[src/rtl/issue_scoreboard_pkg.sv]
// Shared definitions for the dual-issue scoreboard: instruction classes,
// window/register-file dimensions and small mask/packing helpers.
package issue_scoreboard_pkg;

  localparam int WIN_DEPTH = 2;
  localparam int NUM_REGS  = 32;

  typedef enum logic [1:0] {
    CLS_ALU    = 2'b00,
    CLS_BRANCH = 2'b01,
    CLS_MEM    = 2'b10,
    CLS_CSR    = 2'b11
  } iclass_e;

  typedef struct packed {
    logic [31:0] pc;
    logic [4:0]  rd;
    logic [4:0]  rs1;
    logic [4:0]  rs2;
    logic        use_rs1;
    logic        use_rs2;
    logic        we;
    iclass_e     cls;
  } instr_t;

  typedef struct packed {
    logic        valid;
    logic        older;
    logic [31:0] pc;
    logic [4:0]  rd;
    logic        we;
  } iss_t;

  // One-hot register mask; x0 never produces a bit.
  function automatic logic [NUM_REGS-1:0] reg_mask(input logic [4:0] rd, input logic en);
    return (en && (rd != 5'd0)) ? ({{(NUM_REGS-1){1'b0}}, 1'b1} << rd) : {NUM_REGS{1'b0}};
  endfunction

  // Pipe1 for MEM, pipe0 for CSR/BRANCH, caller-chosen pipe for ALU.
  function automatic logic pick_pipe(input iclass_e cls, input logic alu_pipe);
    case (cls)
      CLS_MEM: return 1'b1;
      CLS_ALU: return alu_pipe;
      default: return 1'b0;
    endcase
  endfunction

  function automatic iss_t make_iss(input instr_t ins, input logic older);
    return '{valid: 1'b1, older: older, pc: ins.pc, rd: ins.rd, we: ins.we};
  endfunction

endpackage

[src/rtl/issue_hazard_check.sv]
// Read/write hazard test of one instruction against the busy vector
// (busy is the pre-update value, so writebacks give no bypass).
module issue_hazard_check
  import issue_scoreboard_pkg::*;
(
  input  logic                use_rs1,
  input  logic [4:0]          rs1,
  input  logic                use_rs2,
  input  logic [4:0]          rs2,
  input  logic                we,
  input  logic [4:0]          rd,
  input  logic [NUM_REGS-1:0] busy,
  output logic                hazard_free
);

  logic rs1_hit_s;
  logic rs2_hit_s;
  logic rd_hit_s;

  assign rs1_hit_s   = use_rs1 && (rs1 != 5'd0) && busy[rs1];
  assign rs2_hit_s   = use_rs2 && (rs2 != 5'd0) && busy[rs2];
  assign rd_hit_s    = we && (rd != 5'd0) && busy[rd];
  assign hazard_free = !(rs1_hit_s || rs2_hit_s || rd_hit_s);

endmodule

[src/rtl/issue_scoreboard.sv]
// In-order dual-issue scoreboard: 2-entry window, busy-bit hazard tracking,
// registered issue to pipe0 (ALU/BRANCH/CSR) and pipe1 (ALU/MEM).
module issue_scoreboard
  import issue_scoreboard_pkg::*;
(
  input  logic        clk,
  input  logic        rst,
  input  logic        stop,
  input  logic        flush,
  input  logic        in_valid,
  output logic        in_ready,
  input  logic [31:0] in1_pc,
  input  logic [4:0]  in1_rd,
  input  logic [4:0]  in1_rs1,
  input  logic [4:0]  in1_rs2,
  input  logic        in1_use_rs1,
  input  logic        in1_use_rs2,
  input  logic        in1_we,
  input  logic [1:0]  in1_class,
  input  logic [31:0] in2_pc,
  input  logic [4:0]  in2_rd,
  input  logic [4:0]  in2_rs1,
  input  logic [4:0]  in2_rs2,
  input  logic        in2_use_rs1,
  input  logic        in2_use_rs2,
  input  logic        in2_we,
  input  logic [1:0]  in2_class,
  input  logic        wb0_valid,
  input  logic [4:0]  wb0_rd,
  input  logic        wb1_valid,
  input  logic [4:0]  wb1_rd,
  output logic        iss0_valid,
  output logic [31:0] iss0_pc,
  output logic [4:0]  iss0_rd,
  output logic        iss0_we,
  output logic        iss1_valid,
  output logic [31:0] iss1_pc,
  output logic [4:0]  iss1_rd,
  output logic        iss1_we,
  output logic [3:0]  l_flag
);

  instr_t              win_r [WIN_DEPTH];
  logic [1:0]          count_r;
  logic [NUM_REGS-1:0] busy_r;
  iss_t                iss0_r;
  iss_t                iss1_r;

  instr_t              head_s;
  instr_t              next_s;
  instr_t              in1_s;
  instr_t              in2_s;
  logic                head_free_s;
  logic                next_free_s;
  logic                head_pipe_s;
  logic                next_pipe_s;
  logic                dep_s;
  logic                head_issue_s;
  logic                next_issue_s;
  logic                all_issue_s;
  logic                accept_s;
  logic [NUM_REGS-1:0] busy_nxt_s;
  iss_t                iss0_nxt_s;
  iss_t                iss1_nxt_s;

  assign head_s = win_r[0];
  assign next_s = win_r[1];

  assign in1_s = '{pc: in1_pc, rd: in1_rd, rs1: in1_rs1, rs2: in1_rs2, use_rs1: in1_use_rs1,
                   use_rs2: in1_use_rs2, we: in1_we, cls: iclass_e'(in1_class)};
  assign in2_s = '{pc: in2_pc, rd: in2_rd, rs1: in2_rs1, rs2: in2_rs2, use_rs1: in2_use_rs1,
                   use_rs2: in2_use_rs2, we: in2_we, cls: iclass_e'(in2_class)};

  issue_hazard_check u_head_chk (
    .use_rs1     (head_s.use_rs1),
    .rs1         (head_s.rs1),
    .use_rs2     (head_s.use_rs2),
    .rs2         (head_s.rs2),
    .we          (head_s.we),
    .rd          (head_s.rd),
    .busy        (busy_r),
    .hazard_free (head_free_s)
  );

  issue_hazard_check u_next_chk (
    .use_rs1     (next_s.use_rs1),
    .rs1         (next_s.rs1),
    .use_rs2     (next_s.use_rs2),
    .rs2         (next_s.rs2),
    .we          (next_s.we),
    .rd          (next_s.rd),
    .busy        (busy_r),
    .hazard_free (next_free_s)
  );

  // Busy does not yet contain the head's rd, so the pair dependency is checked directly.
  assign dep_s = head_s.we && (head_s.rd != 5'd0) &&
                 ((next_s.use_rs1 && (next_s.rs1 == head_s.rd)) ||
                  (next_s.use_rs2 && (next_s.rs2 == head_s.rd)) ||
                  (next_s.we      && (next_s.rd  == head_s.rd)));

  assign head_pipe_s  = pick_pipe(head_s.cls, 1'b0);
  assign next_pipe_s  = pick_pipe(next_s.cls, ~head_pipe_s);
  assign head_issue_s = !stop && (count_r != 2'd0) && head_free_s;
  assign next_issue_s = head_issue_s && (count_r == 2'd2) && next_free_s &&
                        (next_pipe_s != head_pipe_s) &&
                        (head_s.cls != CLS_CSR) && (next_s.cls != CLS_CSR) && !dep_s;

  assign all_issue_s = ((count_r == 2'd1) && head_issue_s) || ((count_r == 2'd2) && next_issue_s);
  assign in_ready    = !flush && ((count_r == 2'd0) || all_issue_s);
  assign accept_s    = in_valid && in_ready;

  // Clears first, then sets, so an issue-time set beats a same-cycle writeback.
  assign busy_nxt_s = (busy_r & ~(reg_mask(wb0_rd, wb0_valid) | reg_mask(wb1_rd, wb1_valid))) |
                      reg_mask(head_s.rd, head_issue_s && head_s.we) |
                      reg_mask(next_s.rd, next_issue_s && next_s.we);

  assign iss0_nxt_s = (head_issue_s && !head_pipe_s) ? make_iss(head_s, 1'b1) :
                      (next_issue_s && !next_pipe_s) ? make_iss(next_s, 1'b0) : '0;
  assign iss1_nxt_s = (head_issue_s &&  head_pipe_s) ? make_iss(head_s, 1'b1) :
                      (next_issue_s &&  next_pipe_s) ? make_iss(next_s, 1'b0) : '0;

  // Window and occupancy: accept, shift on single issue, drain on dual issue.
  always_ff @(posedge clk or negedge rst) begin
    if (!rst) begin
      count_r <= 2'd0;
      for (int i = 0; i < WIN_DEPTH; i++) win_r[i] <= '0;
    end else if (flush) begin
      count_r <= 2'd0;
    end else if (accept_s) begin
      win_r[0] <= in1_s;
      win_r[1] <= in2_s;
      count_r  <= 2'd2;
    end else if (next_issue_s) begin
      count_r <= 2'd0;
    end else if (head_issue_s) begin
      win_r[0] <= win_r[1];
      count_r  <= count_r - 2'd1;
    end
  end

  // Busy-bit vector; writebacks keep clearing during stop.
  always_ff @(posedge clk or negedge rst) begin
    if (!rst) begin
      busy_r <= {NUM_REGS{1'b0}};
    end else if (flush) begin
      busy_r <= {NUM_REGS{1'b0}};
    end else begin
      busy_r <= busy_nxt_s;
    end
  end

  // Issue registers; held while stop is asserted.
  always_ff @(posedge clk or negedge rst) begin
    if (!rst) begin
      iss0_r <= '0;
      iss1_r <= '0;
    end else if (flush) begin
      iss0_r <= '0;
      iss1_r <= '0;
    end else if (!stop) begin
      iss0_r <= iss0_nxt_s;
      iss1_r <= iss1_nxt_s;
    end
  end

  assign iss0_valid = iss0_r.valid;
  assign iss0_pc    = iss0_r.pc;
  assign iss0_rd    = iss0_r.rd;
  assign iss0_we    = iss0_r.we;
  assign iss1_valid = iss1_r.valid;
  assign iss1_pc    = iss1_r.pc;
  assign iss1_rd    = iss1_r.rd;
  assign iss1_we    = iss1_r.we;
  assign l_flag     = {iss1_r.valid, iss1_r.older, iss0_r.valid, iss0_r.older};

endmodule

[config.mk]
export PLATFORM = sky130hd
export DESIGN_NAME = issue_scoreboard
export DESIGN_NICKNAME = d
export VERILOG_FILES = /design/src/rtl/issue_scoreboard_pkg.sv /design/src/rtl/issue_hazard_check.sv /design/src/rtl/issue_scoreboard.sv
export SDC_FILE = /design/constraint.sdc
export NUM_CORES = 1
export LEC_CHECK = 0
export CORE_MARGIN = 3
export CORE_UTILIZATION = 30
export DETAILED_ROUTE_END_ITERATION = 8
export SETUP_SLACK_MARGIN = 0.02
export SLEW_MARGIN = 40
export SYNTH_ARGS = -nofsm -noshare
export SYNTH_HDL_FRONTEND = slang
export SYNTH_SLANG_ARGS = --single-unit
[constraint.sdc]
create_clock -name clk -period 8.6 [get_ports clk]
set_input_delay 1.72 -clock clk [delete_from_list [all_inputs] [get_ports clk]]
set_output_delay 1.72 -clock clk [all_outputs]
set_load 0.03 [all_outputs]
Word-level counts from Yosys, hierarchy flattened
Cells that the tools add are included.
{ "word_totals": {"reg_bits": 218, "wordCells": 160} }
{ "classes": {"add_sub_neg": 1, "magnitude_cmp": 6, "eq_ne": 12, "shifts": 4, "muxes": 34, "bitwise": 7, "reduce_logical": 68} }
{ "op_table": {"columns": ["op", "count"], "rows": [
  ["$mux W40", 8],
  ["$mux W32", 5],
  ["$mux W52", 3],
  ["$shl A1 B5 Y32 const A", 4],
  ["$or A32 B32 Y32", 3],
  ["$reduce_bool A5 Y1", 8],
  ["$logic_and A1 B1 Y1", 38],
  ["$lt A5 B6 Y1 const B", 6],
  ["$and A32 B32 Y32", 1],
  ["$not A32 Y32", 1],
  ["$bmux W1 S5", 6],
  ["$eq A5 B5 Y1", 3],
  ["$logic_or A1 B1 Y1", 8],
  ["$mux W2", 4],
  ["$logic_not A1 Y1", 7],
  ["$mux W1", 7],
  ["$eq A2 B2 Y1 const B", 3],
  ["$logic_not A2 Y1", 2],
  ["$ne A2 B1 Y1 const B", 2],
  ["$ne A2 B2 Y1 const B", 2],
  ["$reduce_bool A2 Y1", 2],
  ["$reduce_bool A4 Y1", 1],
  ["$reduce_and A3 Y1", 1],
  ["$eq A2 B1 Y1 const B", 1],
  ["5 further kinds", 6]
]} }

Depth between registers and ports, before layout
{ "depth": {"depth_word": 20, "ltp_mapped": 13, "ltp_nobuf": 8} }

By module
From an unflattened synthesis, not the netlist that was laid out.
{ "unflattened": {"cells_unflattened": 1082, "area_unflattened_um2": 12894.9} }
{ "modules_own_cells": {"columns": ["module", "instances", "cells_per_inst", "area_each_um2"], "rows": [
  ["issue_scoreboard", 1, 934, 11138.2],
  ["issue_hazard_check", 2, 74, 878.3]
]} }

Least setup slack after synthesis
No wires, ideal clock.
{ "synth_path": {"kind": "in2out", "from": "input port stop", "to": "output port in_ready", "arrival_time_ps": 3456, "required_ps": 6880, "path_slack_ps": 3424, "path_stages": 7, "path_buffers": 1, "path_cell_list": "clkbuf_1 nor2b_1 o221ai_1 o22ai_1 o32a_1 nand3_2 a221oi_1"} }
{ "synth_between": {"elab_chain_len": 13, "word_cells_on_any_way": 14, "cone_classes": "reduce/logical: 14"} }
{ "synth_lines": {"columns": ["element", "line", "rtl"], "rows": [
  ["start, declared", "issue_scoreboard.sv:8", "input logic stop,"],
  ["$logic_not A1 Y1 *", null, null],
  ["$logic_and A1 B1 Y1 * (2 in a row)", "issue_scoreboard.sv:104", "assign head_issue_s = !stop && (count_r != 2'd0) && head_free_s;"],
  ["$logic_and A1 B1 Y1 (3 in a row)", "issue_scoreboard.sv:105", "assign next_issue_s = head_issue_s && (count_r == 2'd2) && next_free_s &&"],
  ["$logic_and A1 B1 Y1", "issue_scoreboard.sv:106", "(next_pipe_s != head_pipe_s) &&"],
  ["$logic_and A1 B1 Y1 (2 in a row)", "issue_scoreboard.sv:107", "(head_s.cls != CLS_CSR) && (next_s.cls != CLS_CSR) && !dep_s;"],
  ["$logic_and A1 B1 Y1", "issue_scoreboard.sv:109", "assign all_issue_s = ((count_r == 2'd1) && head_issue_s) || ((count_r == 2'd2) && next_issue_s);"],
  ["$logic_or A1 B1 Y1 *", "issue_scoreboard.sv:109", null],
  ["$logic_or A1 B1 Y1 *", "issue_scoreboard.sv:110", "assign in_ready = !flush && ((count_r == 2'd0) || all_issue_s);"],
  ["$logic_and A1 B1 Y1 *", "issue_scoreboard.sv:110", null],
  ["end, declared", "issue_scoreboard.sv:11", "output logic in_ready,"]
]} }
Every way passes the cells marked *; elsewhere a longest branch is shown, timed or not.

Worst setup path in the final report
Ends and elaborated chain as after synthesis.

==> results.md <==
- Status: finished, final reports clean
- Drt pass-1 iters: 5
- Max VDD drop: between 150 and 200 µV
- Synth area leaders: dfrtp_1 (44%), mux2_2 (9.4%), mux4_2 (8.4%)
- Minimum clock period: 6.106 ns
- Data required, critical path: 6.88 ns
- Nets: 1327
- Syn Inst Count: 1059
- Area post-placement: approximately 15000 µm²
- Post-synth EDFFs: 0
- Global-route wire length before repair: 62820 µm
- Rows: 73
- Final setup viols: 0
- Syn_area_per_cell: 11.68 µm²
- Worst-path clk slew: 0.06 ns
- Main combinational cell family by area after synthesis: multiplexers
- Top_reg_cell synth: dfrtp_1
- Maximum clock path buffer count: 3
- Core area: 40190 µm²
- Clock Tree Root: clkbuf_16
- Largest net degree at the start of global routing: 95
- Synth area leader: dfrtp_1
- CTS resizes: 0
- Worst Path Arrival: 4.39 ns
- R2r endpoint: iss0_pc[18]$_DFFE_PN0P_
- Hold-critical path endpoint: l_flag[2]$_DFFE_PN0P_
- ANT nets after route: 0
- Synth Register Bits: 218
- Worst reg2reg path depth: 9
- # Max-Cap Violations: 0
- Compound-Gate Fraction of Synth Area: 16.66%
- Critical Path Sink Type: output pin
- Mux contribution to synthesized area: 24.13%
- Gp weighted congestion: 0.8758
- Synth async-reset ratio: 100.0%
- RSZ-0062 raised after global routing: no
- Crit Path Category: input port to output pin
- Hold crit path type: flip-flop to flip-flop
- Worst slew margin: a little under half
- Area of the mapped netlist: 12370 µm²
- Sequential-to-total area share from yosys stat: 44.11%
- Clk sink count: 218
- Layout overhead on the synthesized area: 25.87%
- Setup Skew: roughly 0.01 ns
- Leak Pwr: 6.706 nW
- Synth Area in XOR/XNOR: 1.062%
- # IOs: a little over 200
- Fin area: 15570 µm²
- Setup TNS Final: 0 ns
- Antenna violations before repair: 2
- Wire per inst: 23.35 µm
- Initial DRC Count: 801
- Adder-Cell Fraction of Synth Area: 0.3035%
- Die Ht: approximately 210 µm
- Post-DP HPWL: 27390 µm
- Vias/cell: 5.623
- Setup slack, reg-to-reg: just over 4 ns
- Hold_ws: 0.4904 ns
- Slew @ Worst Pin: about 0.8 ns
- Hold-fix buffers, CTS: 0
- Fmax: 0.1638 GHz
- Setup Buffers After CTS: 0
- Global Route Usage Sum: 18.17%
- CTS buffer count: 26
- FILL cells: 3882
- Worst min-delay path startpoint: l_flag[2]$_DFFE_PN0P_
- Simple-gate share of the synthesized area: 9.794%
- Crit path max fanout: 10
- Initial Util: around 31%
- Warnings, synthesis: 0
- Total congestion overflow: 0
- Max-slew violation count: 0
- Power per cell area: 292.0 nW/µm²
- Final WL: 40720 µm
- Die extent in x: around 210 µm
- Final Hold Fails: 0
- Fin crit share: 71.00%
- Crit path launch type: input port
- Synth cell types: 68
- Worst R2R Start: head_s[10]$_DFFE_PN0P_
- IO Port Bufs: between 200 and 250
- Layout cell share with drive strength beyond 1: 18.31%
- Residual DRC: 0
- Vias post-DR: 9807
- CTS tree: yes
- Number of global-route vias before repair: 9919
- FF/Latch Area: 5459 µm²
- Synth Net Count: 1183
- Multi-input gate area: 6467 µm²
- Share of the synthesized area in the top cell type: between 40% and 50%
- DIE AREA: roughly 44000 µm²
- H-tree levels: 1
- Clock latency on the worst-skew pair: 0.54 ns
- Hold Path Depth: 1
## synth_stat cells (23+ instances only)
| library cell | instances |
|---|---|
| a31oi_1 | 27 |
| mux2_1 | 54 |
| buf_2 | 31 |
| mux4_2 | 46 |
| mux2_2 | 103 |
| nand3_1 | 51 |
| nand2_1 | 49 |
| clkbuf_1 | 55 |
| nor2b_1 | 23 |
| a21o_1 | 78 |
| a22o_1 | 76 |
| dfrtp_1 | 218 |
## flip-flops by register name, indices dropped and copies added (netlist names)
signal / flops
busy_r: 32
head_s: 52
iss0_valid: 1
count_r: 2
iss0_we: 1
iss0_pc: 32
iss1_we: 1
iss1_pc: 32
l_flag: 2
iss0_rd: 5
next_s: 52
iss1_valid: 1
iss1_rd: 5
## power breakdown
group          internal [mW]  total [mW]  switching [mW]
Combinational          0.863        1.62           0.761
Sequential              1.33        1.87           0.532
Clock                  0.618        1.05           0.437
## worst max-delay path, stage by stage
cell             delay [ns]
clkdlybuf4s50_1        0.63
a2111oi_0              0.46
o32a_1                 0.29
nand3_2                0.15
a221oi_1               0.34
clkdlybuf4s50_1        0.78
## stage by stage
step	worst slack (ns)	util, %	cells	power [mW]
after floorplan	3.424	-	1059	2.960
after global placement	2.535	36.65	1699	3.463
after detailed placement	2.517	36.73	1700	3.509
after CTS	2.506	38.71	1743	4.581
after global routing	2.253	38.73	1744	4.825
final	2.494	38.73	1744	4.545
## area by class of cell
| cell class | instances | area share, % |
|---|---|---|
| clock buffers | 40 | 4.775 |
| flip-flops and latches | 218 | 35.07 |
| multi-input cells | 732 | 41.55 |
| well taps | 525 | 4.220 |
| repair buffers | 218 | 13.87 |
| clock inverters | 3 | 0.3296 |
| inverters | 7 | 0.1688 |
| diodes | 1 | 0.01608 |
## cell usage in the layout, fill, tap and decap left out, types with 6 or more instances in the layout
cell | synthesis | layout
xor2_1 | 12 | 12
clkbuf_16 | 0 | 26
mux4_2 | 46 | 46
nand4_1 | 16 | 16
nand3_1 | 51 | 51
clkbuf_1 | 55 | 10
nor2b_1 | 23 | 20
a21o_1 | 78 | 78
clkdlybuf4s50_1 | 0 | 201
a22oi_1 | 17 | 17
o21ai_0 | 6 | 6
mux2_2 | 103 | 103
a31oi_1 | 27 | 27
nor2_1 | 21 | 21
nand2b_1 | 11 | 11
nor3b_1 | 6 | 6
nor3_1 | 14 | 13
a22o_1 | 76 | 76
mux2i_1 | 18 | 18
nand2_1 | 49 | 49
mux2_1 | 54 | 54
inv_1 | 7 | 7
buf_4 | 10 | 11
dfrtp_1 | 218 | 215
a21oi_1 | 20 | 20
## worst max path at each step
stage               startpoint       end  cells after the start
global placement          stop  in_ready                      8
detailed placement        stop  in_ready                      6
CTS                       stop  in_ready                      6
floorplan                 stop  in_ready                      7
global route              stop  in_ready                      6
finish                    stop  in_ready                      6
## cell families (layout without fill, tap and decap cells)
kind of cell | after synthesis | in the layout
other | 0 | 1
buffers and inverters | 109 | 268
multiplexers | 221 | 221
AO/OA/AOI/OAI | 266 | 266
XOR/XNOR | 15 | 15
flip-flops | 218 | 218
adder cells (fa/ha/maj) | 3 | 3
AND/OR/NAND/NOR | 227 | 227
## layer usage
layer | part of all wire [%] | wire length, µm | GRT usage [%] | up-vias
li1 | - | - | - | 4324
met1 | 41 | 16820 | 24.18 | 5022
met2 | 48 | 19710 | 29.55 | 403
met3 | 8.7 | 3532 | 5.149 | 56
met4 | 1.6 | 660 | 4.111 | 2
met5 | 0.017 | 7 | 0 | -
Note: power is estimated with default switching activity, not from simulation.
==> variant (same flow settings) <==
Change the package constant `NUM_REGS` from 32 to 16.
--- a/src/rtl/issue_scoreboard_pkg.sv
+++ b/src/rtl/issue_scoreboard_pkg.sv
@@ -4,5 +4,5 @@
 
   localparam int WIN_DEPTH = 2;
-  localparam int NUM_REGS  = 32;
+  localparam int NUM_REGS  = 16;
 
   typedef enum logic [1:0] {
Formal check against the unedited RTL: not equivalent (Yosys sat finds a counterexample within 4 cycles, from zero or initial values and one cycle with rst low).
==> variant against the unedited design <==
- worst hold slack improved by 0.031 ns
- combinational power decreased by 26%
- non-clock buffer count is 6 lower
- first-iteration DRC count shrank 37%
- via count is 20% lower
- area after synthesis fell by 15%
- sequential cell count down 16
- routed wire length down 21%
- worst setup slack improved by 0.26 ns
- sequential power is 11% lower
- design area decreased by 11%
- register-to-register slack better by 0.57 ns
- fmax grew 4.5%
- total power down 14%
- critical path type unchanged
- largest power group unchanged
==> variant: results (changes against the unedited design) <==
Yosys
  • Yosys warnings: 0 (unchanged)
  • Post-Syn Nets: 961 (-19%)
  • Leading post-synthesis cells by instance count: dfrtp_1, mux2_2, a21o_1, a22o_1, mux2_4
  • Post-synth ARST share: 100% (unchanged)
  • Syn avg cell area: 12.6 µm² (+8.1%)
  • Leading post-synthesis cells by cell area: dfrtp_1, mux2_2, mux2_4
  • Sequential fraction of the synthesis area: 47.8% (+3.7 points)
  • Synth unique cells: 60 (-12%)

CTS
  • CTS Root Cell: clkbuf_16
  • Cts bufs inserted: 25 (-3.8%)
  • Max H-tree Level: 1 (unchanged)
  • Clock buffer depth: 3 (unchanged)
  • CTS resizes: 0 (unchanged)
  • Clk slew on worst S/H paths: 0.06 ns (about the same)
  • Postcts setup bufs: 0 (unchanged)
  • Clock Latency Late Sink: 0.54 ns (about the same)

Pwr
  • Switch share: 33.4% (-4.6 points)
  • Maximum vdd drop: 0.000146 V (-8.5%)
  • LEAKAGE: 6.44 nW (-4.0%)

Finish
  • Nets: 1,130 (-15%)
  • Fillers: 3,312 (-15%)
  • Layout Cells excl Fill: 1,478 (-15%)
  • Layout cells sized above 1: 22.5% (+4.2 points)

Global route
  • GRT Total Usage: 16.6% (-1.6 points)
  • First-pass GRT wire length: 50,200 µm (-20%)
  • Vias in the first global route: 8,284 (-16%)
  • Largest net degree at the start of global routing: 82 (-14%)
  • Initial antenna violation count: 2 (unchanged)

Route
  • Wire per inst: 21.8 µm (-6.7%)
  • Initial DRC count: 502 (-37%)
  • Highest Signal Layer: met5
  • Metal2 WL: 15,300 µm (-22%)
  • Metal-1 WL: 13,700 µm (-19%)
  • WL met3: 2580 µm (-27%)
  • Post-DR vias/cell: 5.30 (-5.7%)
  • Drt first pass iters: 5 (unchanged)

Hold path
  • Worst hold path startpoint: next_s[49]
  • Min-Delay Path Class: flip-flop to flip-flop

Critical path
  • CP Max Fanout: 15 (+5)
  • Critical path's slowest cell: clkdlybuf4s50_1
  • CP top delay family: buffers and inverters
  • Worst path max stage delay: 0.69 ns (-0.09 ns)
  • Worst EP arrival: 4.12 ns (-0.27 ns)
  • Crit path from: stop
  • R2r startpoint: head_s[15]

Place
  • Hpwl dp: 20,800 µm (-24%)
  • Dpl cells: 1,434 (-16%)
  • IO Port Bufs: 203 (unchanged)
  • Routability Congestion: 0.874 (-0.21%)

Outcome
  • Status: finished clean

Timing
  • Clk_skew: 0.0210 ns (+0.0112 ns)
  • Worst Max-Slew Pin Slew: 0.800 ns (-0.0163 ns)
## variant: logic make-up (layout without fill, tap and decap cells)
logic type / count (synthesis) / after routing / synth area share (%)
simple gates: 122 / 122 / 6.62
flops: 202 / 202 / 47.8
mux: 188 / 188 / 23.5
compound gates: 225 / 225 / 16.5
other cells: 0 / 1 / 0
xor+xnor: 15 / 15 / 1.24
fa+ha+maj: 3 / 3 / 0.355
buf+inv: 82 / 267 / 3.91
## variant: power groups by stage
stage | registers, W | clock network [W] | logic [W]
2_1_floorplan | 0.00149 | 0 | 0.00102
3_3_place_gp | 0.00167 | 0 | 0.00118
3_5_place_dp | 0.00167 | 0 | 0.00120
4_1_cts | 0.00166 | 0.00108 | 0.00122
5_1_grt | 0.00172 | 0.00112 | 0.00130
6_report | 0.00167 | 0.00104 | 0.00120
## variant: final timing paths
path	to	slack [ns]	cells after the start
min in group asynchronous	iss1_pc[16]	1.22	1
max in group asynchronous	next_s[16]	6.25	3
setup reg to reg	head_s[34]	4.63	9
hold reg to reg	iss1_pc[29]	0.52	1
hold / removal	iss1_pc[29]	0.52	1
setup / recovery	in_ready	2.76	7
## variant: layout make-up
cell class                      instances  share of cell area (%)
Antenna cell                            1                  0.0181
Clock buffer                           39                    5.43
Clock inverter                          4                   0.436
Inverter                               12                   0.327
Multi-Input combinational cell        553                    37.2
Sequential cell                       202                    36.7
Tap cell                              455                    4.13
Timing Repair Buffer                  212                    15.8
## variant: routing by layer
layer | GRT usage [%] | vias up
li1 | - | 3506
met1 | 22.1 | 4025
met2 | 26.8 | 260
met3 | 4.95 | 47
met4 | 3.96 | 2
met5 | 0 | -
## variant: worst register-to-register path: stages (launching register included)
cell	delay [ns]
dfrtp_1	0.86
mux2_4	0.35
o221a_1	0.24
o211ai_1	0.18
o2111ai_1	0.17
nor2_2	0.46
or3b_4	0.55
buf_6	0.34
mux2_4	0.43
mux2_2	0.26
## variant: through the flow
step	worst slack (ns)	total power (W)	cell area, µm²
finish	2.76	0.00391	13800
global route	2.60	0.00414	13800
CTS	2.74	0.00395	13800
detailed placement	2.76	0.00288	13000
global placement	2.83	0.00285	12900
floorplan	3.95	0.00251	10600
